$ cat src/rtl/serdes_pkg.sv
// Shared types for the serializer transmit feeder: byte width and issue FSM states.
package serdes_pkg;

  localparam int SERDES_BYTE_W = 8;

  typedef enum logic [1:0] {
    IDLE,
    ISSUE,
    WAIT_BUSY,
    WAIT_FREE
  } tx_state_e;

endpackage

$ cat src/rtl/serdes_sync_fifo.sv
// Small synchronous FIFO with wrap-bit pointers; head entry is readable without a pop.
module serdes_sync_fifo #(
  parameter int DEPTH  = 8,
  parameter int ADDR_W = 3,
  parameter int W      = 8
) (
  input  logic              i_clk,
  input  logic              i_rst_n,
  input  logic              i_push,
  input  logic [W-1:0]      i_push_data,
  input  logic              i_pop,
  input  logic              i_flush,
  output logic [W-1:0]      o_head,
  output logic [ADDR_W:0]   o_count,
  output logic              o_full,
  output logic              o_empty
);

  logic [W-1:0]    r_mem [DEPTH];
  logic [ADDR_W:0] r_wr_ptr;
  logic [ADDR_W:0] r_rd_ptr;
  logic            w_do_push;
  logic            w_do_pop;

  assign o_empty   = (r_wr_ptr == r_rd_ptr);
  assign o_full    = (r_wr_ptr[ADDR_W] != r_rd_ptr[ADDR_W]) &&
                     (r_wr_ptr[ADDR_W-1:0] == r_rd_ptr[ADDR_W-1:0]);
  assign o_count   = r_wr_ptr - r_rd_ptr;
  assign o_head    = r_mem[r_rd_ptr[ADDR_W-1:0]];

  // Flush wins over both push and pop in the same cycle.
  assign w_do_push = i_push && !o_full  && !i_flush;
  assign w_do_pop  = i_pop  && !o_empty && !i_flush;

  always_ff @(posedge i_clk) begin
    if (w_do_push) begin
      r_mem[r_wr_ptr[ADDR_W-1:0]] <= i_push_data;
    end
  end

  always_ff @(posedge i_clk or negedge i_rst_n) begin
    if (!i_rst_n) begin
      r_wr_ptr <= '0;
      r_rd_ptr <= '0;
    end else if (i_flush) begin
      r_wr_ptr <= '0;
      r_rd_ptr <= '0;
    end else begin
      if (w_do_push) r_wr_ptr <= r_wr_ptr + 1'b1;
      if (w_do_pop)  r_rd_ptr <= r_rd_ptr + 1'b1;
    end
  end

endmodule

$ cat src/rtl/serdes_tx_feeder.sv
// Meters buffered bytes into serdes_8bit one at a time, waiting for the link to go busy
// and then free again between issues; flags a serializer that never goes busy.
module serdes_tx_feeder
  import serdes_pkg::*;
#(
  parameter int DEPTH        = 8,
  parameter int ADDR_W       = 3,
  parameter int BUSY_TIMEOUT = 4
) (
  input  logic                     i_clk,
  input  logic                     i_rst_n,
  input  logic [SERDES_BYTE_W-1:0] i_wr_data,
  input  logic                     i_wr_valid,
  output logic                     o_wr_ready,
  input  logic                     i_flush,
  input  logic                     i_bus_free_flag,
  output logic [SERDES_BYTE_W-1:0] o_data_8bit_in,
  output logic                     o_data_en,
  output logic [ADDR_W:0]          o_fifo_count,
  output logic                     o_busy_err
);

  localparam int TMR_W = $clog2(BUSY_TIMEOUT + 1);

  tx_state_e                r_state;
  tx_state_e                w_state_next;
  logic [TMR_W-1:0]         r_timer;
  logic [SERDES_BYTE_W-1:0] r_data;
  logic                     r_en;
  logic                     r_err;

  logic [SERDES_BYTE_W-1:0] w_head;
  logic [ADDR_W:0]          w_count;
  logic                     w_full;
  logic                     w_empty;
  logic                     w_push;
  logic                     w_issue;
  logic                     w_timeout;

  assign o_wr_ready = !w_full && !i_flush;
  assign w_push     = i_wr_valid && o_wr_ready;
  assign w_issue    = (r_state == IDLE) && !w_empty && i_bus_free_flag && !i_flush;
  assign w_timeout  = (r_timer <= TMR_W'(1));

  serdes_sync_fifo #(
    .DEPTH  (DEPTH),
    .ADDR_W (ADDR_W),
    .W      (SERDES_BYTE_W)
  ) u_fifo (
    .i_clk       (i_clk),
    .i_rst_n     (i_rst_n),
    .i_push      (w_push),
    .i_push_data (i_wr_data),
    .i_pop       (w_issue),
    .i_flush     (i_flush),
    .o_head      (w_head),
    .o_count     (w_count),
    .o_full      (w_full),
    .o_empty     (w_empty)
  );

  always_comb begin
    w_state_next = r_state;
    unique case (r_state)
      IDLE:      if (w_issue) w_state_next = ISSUE;
      ISSUE:     w_state_next = WAIT_BUSY;
      WAIT_BUSY: begin
        if (!i_bus_free_flag) w_state_next = WAIT_FREE;
        else if (w_timeout)   w_state_next = IDLE;
      end
      WAIT_FREE: if (i_bus_free_flag) w_state_next = IDLE;
      default:   w_state_next = IDLE;
    endcase
  end

  always_ff @(posedge i_clk or negedge i_rst_n) begin
    if (!i_rst_n) begin
      r_state <= IDLE;
      r_timer <= '0;
      r_data  <= '0;
      r_en    <= 1'b0;
      r_err   <= 1'b0;
    end else begin
      r_state <= w_state_next;
      r_en    <= w_issue;
      // The serializer latch is level-sensitive, so the byte only moves on an issue.
      if (w_issue) r_data <= w_head;
      if (r_state == ISSUE) begin
        r_timer <= TMR_W'(BUSY_TIMEOUT);
      end else if (r_state == WAIT_BUSY && i_bus_free_flag) begin
        r_timer <= r_timer - TMR_W'(1);
      end
      if (r_state == WAIT_BUSY && i_bus_free_flag && w_timeout) r_err <= 1'b1;
    end
  end

  assign o_data_8bit_in = r_data;
  assign o_data_en      = r_en;
  assign o_fifo_count   = w_count;
  assign o_busy_err     = r_err;

endmodule

$ cat config.mk
export PLATFORM = sky130hd
export DESIGN_NAME = serdes_tx_feeder
export DESIGN_NICKNAME = d
export VERILOG_FILES = /design/src/rtl/serdes_pkg.sv /design/src/rtl/serdes_sync_fifo.sv /design/src/rtl/serdes_tx_feeder.sv
export SDC_FILE = /design/constraint.sdc
export NUM_CORES = 1
export LEC_CHECK = 0
export CAP_MARGIN = 20
export CELL_PAD_IN_SITES_DETAIL_PLACEMENT = 0
export CELL_PAD_IN_SITES_GLOBAL_PLACEMENT = 1
export CORE_ASPECT_RATIO = 1.2
export CORE_UTILIZATION = 40
export CTS_BUF_LIST = sky130_fd_sc_hd__clkbuf_4 sky130_fd_sc_hd__clkbuf_8 sky130_fd_sc_hd__clkbuf_16
export CTS_CLUSTER_SIZE = 20
export DETAILED_ROUTE_END_ITERATION = 16
export GPL_TIMING_DRIVEN = 1
export PLACE_DENSITY_LB_ADDON = 0.1
export SETUP_SLACK_MARGIN = 0.05
export SYNTH_ARGS = -nofsm -noshare
export SYNTH_HDL_FRONTEND = slang
export SYNTH_SLANG_ARGS = --single-unit
$ cat constraint.sdc
create_clock -name i_clk -period 2.85 [get_ports i_clk]
set_input_delay 0.57 -clock i_clk [delete_from_list [all_inputs] [get_ports i_clk]]
set_output_delay 0.57 -clock i_clk [all_outputs]
set_load 0.005 [all_outputs]
==> flow_summary.toml, run 1 <==
[critical_path]
cpPeakStageDelay_ns = 0.51
r2r-end = "u_fifo.r_mem[4][4]"
crit_type = "flop to output port"
r2r_slack_ns = 0.77
worstPathCellList = "inv_2 -> ha_2 -> inv_1 -> a21o_1 -> a21oi_1 -> xnor2_1 -> clkdlybuf4s50_1"
critPathMaxFanout = 6
crit_required_ns = 2.28
slowest_stage = "clkdlybuf4s50_1"
startpoint_type = "flop"
r2r-start = "u_fifo.r_wr_ptr[0]"
end_kind = "output port"
critical_path_arrival_ns = 2.09
reg2reg_depth = 7

[synthesis]
avgSynthCellArea_um2 = 16.36
synth_top_flop_cell = "edfxtp_1"
ys_ff_latch = 87
synthTopCellsByArea = "edfxtp_1 (53%), dfrtp_1 (16%), mux4_2 (10%)"
synth_area_mm2 = 0.003598
yosys.area.top_type_share_pct = 53.41
synthArstFlopShare_pct = 26.44
synthCells = 220
yosys.area.top_type = "edfxtp_1"
synth-compound-area-share_pct = 5.459
synth_top_family_by_area = "multiplexers"
synthMuxAreaShare_pct = 13.39
synth-edff-count = 64
seq_area_frac_synth_pct = 69.40
ys_types = 35
synthAdderAreaFrac_pct = 2.990
synth_warnings = 0
synth_nets = 241
synth_simple_gate_area_share_pct = 4.346
synthTopCellsByCount = "edfxtp_1 (64), dfrtp_1 (23), mux4_2 (16), inv_1 (15), nand2_1 (15)"
yosysMostFrequentCell = "edfxtp_1"
yosys.area_share.xor_xnor_pct = 1.704

[sta]
setup_viol = 0
maxSlewHeadroom_pct = 69.09
report.final.slew_viol_count = 0
finalHoldViolCount = 0
period_needed_ns = 2.662
final.setup.tns_ns = 0
grt_setup_unrepaired = "no"
max_freq_ghz = 0.3756
fin_skew_ns = 0.009235
tightest_slew_ns = 0.4604
period_share_pct = 93.41

[floorplan]
num_io_pins = 28
die_width_um = 88.59
core_mm2 = 0.008657
start_util_pct = 41.57
row_count = 37
die_h_um = 105.9
die-area_mm2 = 0.009381

[global_route]
grt_pass1_vias = 2006
grt_util_met1_pct = 20.05
use_met3_pct = 3.882
grt_util_met2_pct = 27.75
grt_max_degree = 24
grt_pass1_wl_um = 10640
grt_usage_pct = 16.22
antenna_found_initial = 0
overflow = 0
grt.busiest_layer = "met2"

[clocking]
clkLatencyLatePin_ns = 0.35
cts_hold_buf = 0
clock_sinks = 87
clk_pin_slew_ns = 0.09
cts_buffer_depth = 2
htreeDepth = 3
cts_buffers = 9
root_buffer = "clkbuf_8"
cts_tree = "built"

[hold_path]
holdPathStages = 2
holdPathEnd = "o_busy_err"
hp-start = "o_busy_err"
hp-class = "flop to flop"

[route]
drt_iter0_drc = 98
drt-pass1-iter-count = 4
num_vias = 1929
wire_per_inst_um = 17.39
ant_nets = 0
drc_errors = 0
wirelength_um = 6747
viasPerCell = 4.972

[run_status]
status = "finished clean"

[power]
p_sw_share_pct = 24.75
p_sw_uw = 742.8
p_leak_nw = 1.537
p_int_mw = 2.259
pwr-share-clk_pct = 31.7
power.density_mw_per_mm2 = 694.4
ir_worst_vdd_v = 0.0004208
pwr-share-seq_pct = 51.4
p_comb_share_pct = 16.9

[cells_and_area]
area_delta_synth_final_pct = 20.13
utilization_pct = 49.94
final_nets = 287
antenna_cells = 0
drive_gt1_share_pct = 19.93
fillers = 754

[placement]
dpl.hpwl_um = 4264
port_buffers = 27
place_congestion = 0.7413

[job]
drv_cap = 0
==> area by class of cell <==
class	instances	area, um2	area share (%)
timing repair buffer	43	390.4	9.030
clock inverter	6	92.59	2.142
sequential	87	2500	57.83
multi-input combinational	110	1006	23.27
clock buffer	10	131.4	3.039
inverter	15	56.30	1.302
tap	117	146.4	3.386
==> routing by layer <==
layer / routed length [um] / vias up
met1: 3023 / 970
li1: - / 928
met5: 0 / -
met3: 189 / 6
met4: 72 / 0
met2: 3461 / 25
==> placed cells by master (no fill, tap or decap), types with 2 or more instances in the layout <==
cell / netlist / final
a21oi_1: 5 / 5
nand3_1: 2 / 2
nand2_1: 15 / 15
a32o_1: 2 / 2
dfrtp_1: 23 / 21
dfrtp_2: 0 / 2
buf_4: 2 / 16
clkinvlp_4: 0 / 2
ha_1: 7 / 6
xnor2_1: 4 / 4
inv_1: 15 / 14
clkdlybuf4s50_1: 0 / 27
mux4_2: 16 / 16
nor3_1: 2 / 2
nor2_1: 12 / 12
edfxtp_1: 64 / 64
xor2_1: 3 / 3
o21ai_0: 14 / 14
inv_6: 0 / 2
clkbuf_8: 0 / 9
or3_1: 2 / 2
bufinv_16: 0 / 2
mux2i_1: 11 / 11
==> critical path, delay by kind of cell, from the launching register on <==
family	cells	cell delay, ns
xor gates and xnor gates	1	0.13
adders and majority gates	1	0.19
buffers and inverters	3	0.64
DFF	1	0.45
AOI/OAI and AO/OA	2	0.34
==> flip-flops by register name, summed over array words and instances, names as in the netlist <==
register         cells
u_fifo.r_mem        64
o_data_8bit_in       8
u_fifo.r_rd_ptr      4
u_fifo.r_wr_ptr      4
r_timer              3
r_state              2
o_busy_err           1
o_data_en            1
==> repair_timing <==
action	CTS	global route
endpoints found under the setup margin	0	2
resized for setup	0	4
buffers inserted	0	1
==> per-stage QoR <==
| step | hold WS (ns) | total power [mW] | cells | cell area [um2] | worst slack, ns |
|---|---|---|---|---|---|
| 2_1_floorplan | 0.2744 | 1.835 | 220 | 3598 | 0.1851 |
| 6_report | 0.4609 | 3.002 | 388 | 4323 | 0.1879 |
| 3_3_place_gp | 0.4485 | 2.082 | 371 | 4086 | 0.4693 |
| 4_1_cts | 0.4661 | 3.033 | 387 | 4310 | 0.09013 |
| 3_5_place_dp | 0.4461 | 2.088 | 371 | 4086 | 0.4698 |
| 5_1_grt | 0.5191 | 3.163 | 388 | 4323 | 0.05725 |
==> power groups by stage <==
stage	logic (mW)	clock network, mW	registers [mW]
after global routing	0.572	1.03	1.56
after global placement	0.514	0	1.57
after detailed placement	0.516	0	1.57
final	0.506	0.952	1.54
after CTS	0.517	0.973	1.54
after floorplan	0.281	0	1.55
==> cells by family after synthesis <==
| logic type | Yosys count |
|---|---|
| flip-flops | 87 |
| AND/OR/NAND/NOR | 36 |
| AO/OA/AOI/OAI | 31 |
| multiplexers | 28 |
| buffers and inverters | 23 |
| adder cells (fa/ha/maj) | 8 |
| XOR/XNOR | 7 |
==> worst max path at each step <==
stage                         end          startpoint  slack [ns]  cells after the start
2_1_floorplan  u_fifo.r_mem[0][0]  u_fifo.r_rd_ptr[2]        0.19                      7
5_1_grt           o_fifo_count[3]  u_fifo.r_wr_ptr[0]        0.06                      7
4_1_cts           o_fifo_count[2]  u_fifo.r_wr_ptr[0]        0.09                      5
6_report          o_fifo_count[3]  u_fifo.r_wr_ptr[0]        0.19                      7
3_5_place_dp           o_wr_ready             i_flush        0.47                      4
3_3_place_gp           o_wr_ready             i_flush        0.47                      4
Power figures use the tool's default switching activity.
==> run 2: changes to the inputs <==
--- a/config.mk
+++ b/config.mk
@@ -5,6 +5,7 @@
 export SDC_FILE = /design/constraint.sdc
 export NUM_CORES = 1
 export LEC_CHECK = 0
+export ABC_CLOCK_PERIOD_IN_PS = 2850
 export CAP_MARGIN = 20
 export CELL_PAD_IN_SITES_DETAIL_PLACEMENT = 0
 export CELL_PAD_IN_SITES_GLOBAL_PLACEMENT = 1
@@ -18,4 +19,5 @@
 export SETUP_SLACK_MARGIN = 0.05
 export SYNTH_ARGS = -nofsm -noshare
 export SYNTH_HDL_FRONTEND = slang
+export SYNTH_HIERARCHICAL = 1
 export SYNTH_SLANG_ARGS = --single-unit
==> run 2 against run 1 <==
Area after synthesis increased by 2.9%. Cell count increased by 4.9%. Register-to-register slack worse by 0.28 ns. Via count up 6.4%. Sequential cell count unchanged. Critical path depth decreased by 2.
==> flow_summary.toml, run 2 <==
[run_status]
status = "finished clean"

[job]
drv_cap = 0

[route]
wire_per_inst_um = 18.65
num_vias = 2053
drt-pass1-iter-count = 4
drc_errors = 0
wirelength_um = 7589
ant_nets = 0
viasPerCell = 5.044
drt_iter0_drc = 111

[clocking]
clkLatencyLatePin_ns = 0.35
htreeDepth = 3
cts_buffers = 9
root_buffer = "clkbuf_8"
clk_pin_slew_ns = 0.10
cts_buffer_depth = 2
clock_sinks = 87
cts_tree = "built"

[critical_path]
r2r_slack_ns = 0.49
reg2reg_depth = 9
r2r-start = "u_fifo/r_wr_ptr[0]"
cpPeakStageDelay_ns = 0.51
end_kind = "output port"
crit_type = "flop to output port"
startpoint_type = "flop"
critical_path_arrival_ns = 2.12
worst-path-buf-inv = 2
crit_required_ns = 2.28
worstPathCellList = "inv_4 -> ha_1 -> fa_1 -> xnor2_1 -> clkdlybuf4s50_1"
slowest_stage = "clkdlybuf4s50_1"
r2r-end = "u_fifo/r_mem[6][3]"
critPathMaxFanout = 5
crit_family = "adder cells"

[cells_and_area]
drive_gt1_share_pct = 28.57
final_common_cell = "edfxtp_1"
antenna_cells = 0
final_cell_mix = "edfxtp_1 (64), nand2_1 (27), clkdlybuf4s50_1 (26)"
area_delta_synth_final_pct = 22.57
fillers = 791
final_area_mm2 = 0.004539
largest_register_ffs = 64
final_nets = 304
stdcell_count = 407

[sta]
report.final.slew_viol_count = 0
tightest_slew_ns = 0.4354
setup_slack_ns = 0.1579
max_freq_ghz = 0.3715
period_share_pct = 94.46
grt_setup_unrepaired = "no"
maxSlewHeadroom_pct = 70.83
finalHoldViolCount = 0
period_needed_ns = 2.692
setup_viol = 0
final.setup.tns_ns = 0
fin_skew_ns = 0.01327

[synthesis]
seq_area_frac_synth_pct = 67.43
yosysMostFrequentCell = "edfxtp_1"
synthTopCellsByArea = "edfxtp_1 (52%), dfrtp_1 (16%), mux4_2 (9.7%)"
avgSynthCellArea_um2 = 16.24
synth_warnings = 6
synth_nets = 249
ys_types = 42
yosys.area.top_type = "edfxtp_1"
yosys.area.top_type_share_pct = 51.89
synthTopCellsByCount = "edfxtp_1 (64), nand2_1 (27), dfrtp_1 (23), mux4_2 (16), nor2_1 (13)"
synth-edff-count = 64
synthArstFlopShare_pct = 26.44
ys_ff_latch = 87
synthCells = 228
synth_top_flop_cell = "edfxtp_1"
synth_area_mm2 = 0.003704

[global_route]
grt_usage_pct = 17.48
grt_max_degree = 24
overflow = 0
grt_pass1_vias = 2196
grt_pass1_wl_um = 12210
antenna_found_initial = 0

[power]
ir_worst_vdd_v = 0.0002949
power.density_mw_per_mm2 = 630.1
power_mw = 2.860
p_leak_nw = 1.672

[floorplan]
start_util_pct = 41.00
core_mm2 = 0.009034
die_width_um = 89.84
die_h_um = 107.4
row_count = 38
die-area_mm2 = 0.009649
num_io_pins = 28

[placement]
dpl.hpwl_um = 5125
port_buffers = 27
dpl-instance-area_mm2 = 0.004233
place_inst = 383
place_congestion = 0.7344
dp_slack_ns = 0.2613

[hold_path]
holdPathEnd = "o_busy_err"
hp-class = "flop to flop"
holdPathStages = 2
hp-start = "o_busy_err"
[run 2: changes by cell type in the layout (fill, tap and decap cells not counted), moves of 4 or more]
cell,change
buf_4,+9
mux2i_1,-8
nand2_1,+12
o21ai_0,-12
inv_1,-4
nor4_2,+4
mux2_2,+7
[run 2: kinds of logic (layout without fill, tap and decap cells)]
family | after synthesis | count (layout) | share of synthesized area [%]
xor gates and xnor gates | 10 | 10 | 2.568
adders and majority gates | 8 | 8 | 2.905
buffers and inverters | 20 | 79 | 2.534
muxes | 27 | 27 | 12.97
AOI/OAI and AO/OA | 19 | 19 | 3.818
DFF | 87 | 87 | 67.43
and+or+nand+nor | 57 | 57 | 7.771
[run 2: layout make-up]
class | instances | area (um2) | area share [%]
repair buffers | 52 | 460.4 | 10.14
inverters | 12 | 47.55 | 1.047
flip-flops and latches | 87 | 2501 | 55.10
clock inverters | 6 | 93.84 | 2.067
multi-input cells | 121 | 1162 | 25.61
clock buffers | 9 | 123.9 | 2.729
well taps | 120 | 150.1 | 3.308
[run 2: per-layer routing]
layer,part of all wire [%],routed length (um),global-route usage (%)
met5,0,0,0
met4,1.5,117,7.377
met3,2.3,174,3.107
met2,52,3951,30.71
met1,44,3345,21.30
[run 2: worst reg2reg max path: cells and delay by family (launching register included)]
family / cells / cell delay, ns
fa+ha+maj: 1 / 0.35
flops: 1 / 0.44
simple gates: 5 / 0.82
buf+inv: 2 / 0.31
compound gates: 1 / 0.15
[run 2: through the flow]
stage,util [%],hold slack (ns)
6_report,50.25,0.5028
5_1_grt,50.25,0.5534
4_1_cts,49.47,0.5221
3_5_place_dp,46.86,0.5010
3_3_place_gp,46.86,0.4883
2_1_floorplan,-,0.2744
[run 2: report_power, final]
part,switching [mW],internal (mW)
Clock,0.457,0.497
Combinational,0.157,0.226
Sequential,0.0778,1.45
[run 2: how the worst max path moves through the flow]
stage,start,to,slack [ns],depth (start not counted)
after CTS,u_fifo/r_rd_ptr[1],o_fifo_count[3],0.07,6
after floorplan,u_fifo/r_rd_ptr[1],u_fifo/r_mem[0][0],-0.31,10
after global placement,u_fifo/r_rd_ptr[2],u_fifo/r_mem[7][4],0.30,9
final,u_fifo/r_wr_ptr[0],o_fifo_count[2],0.16,5
after detailed placement,u_fifo/r_rd_ptr[2],u_fifo/r_mem[6][1],0.26,9
after global routing,u_fifo/r_wr_ptr[0],o_fifo_count[2],0.06,5
[run 2: timing repair]
| item | in CTS | in global routing |
|---|---|---|
| resized for setup | 4 | 3 |
| gates cloned | 0 | 0 |
| hold buffers | 0 | 0 |
| pin swaps | 0 | 0 |
| setup buffers | 2 | 7 |
| setup endpoints to repair | 4 | 4 |
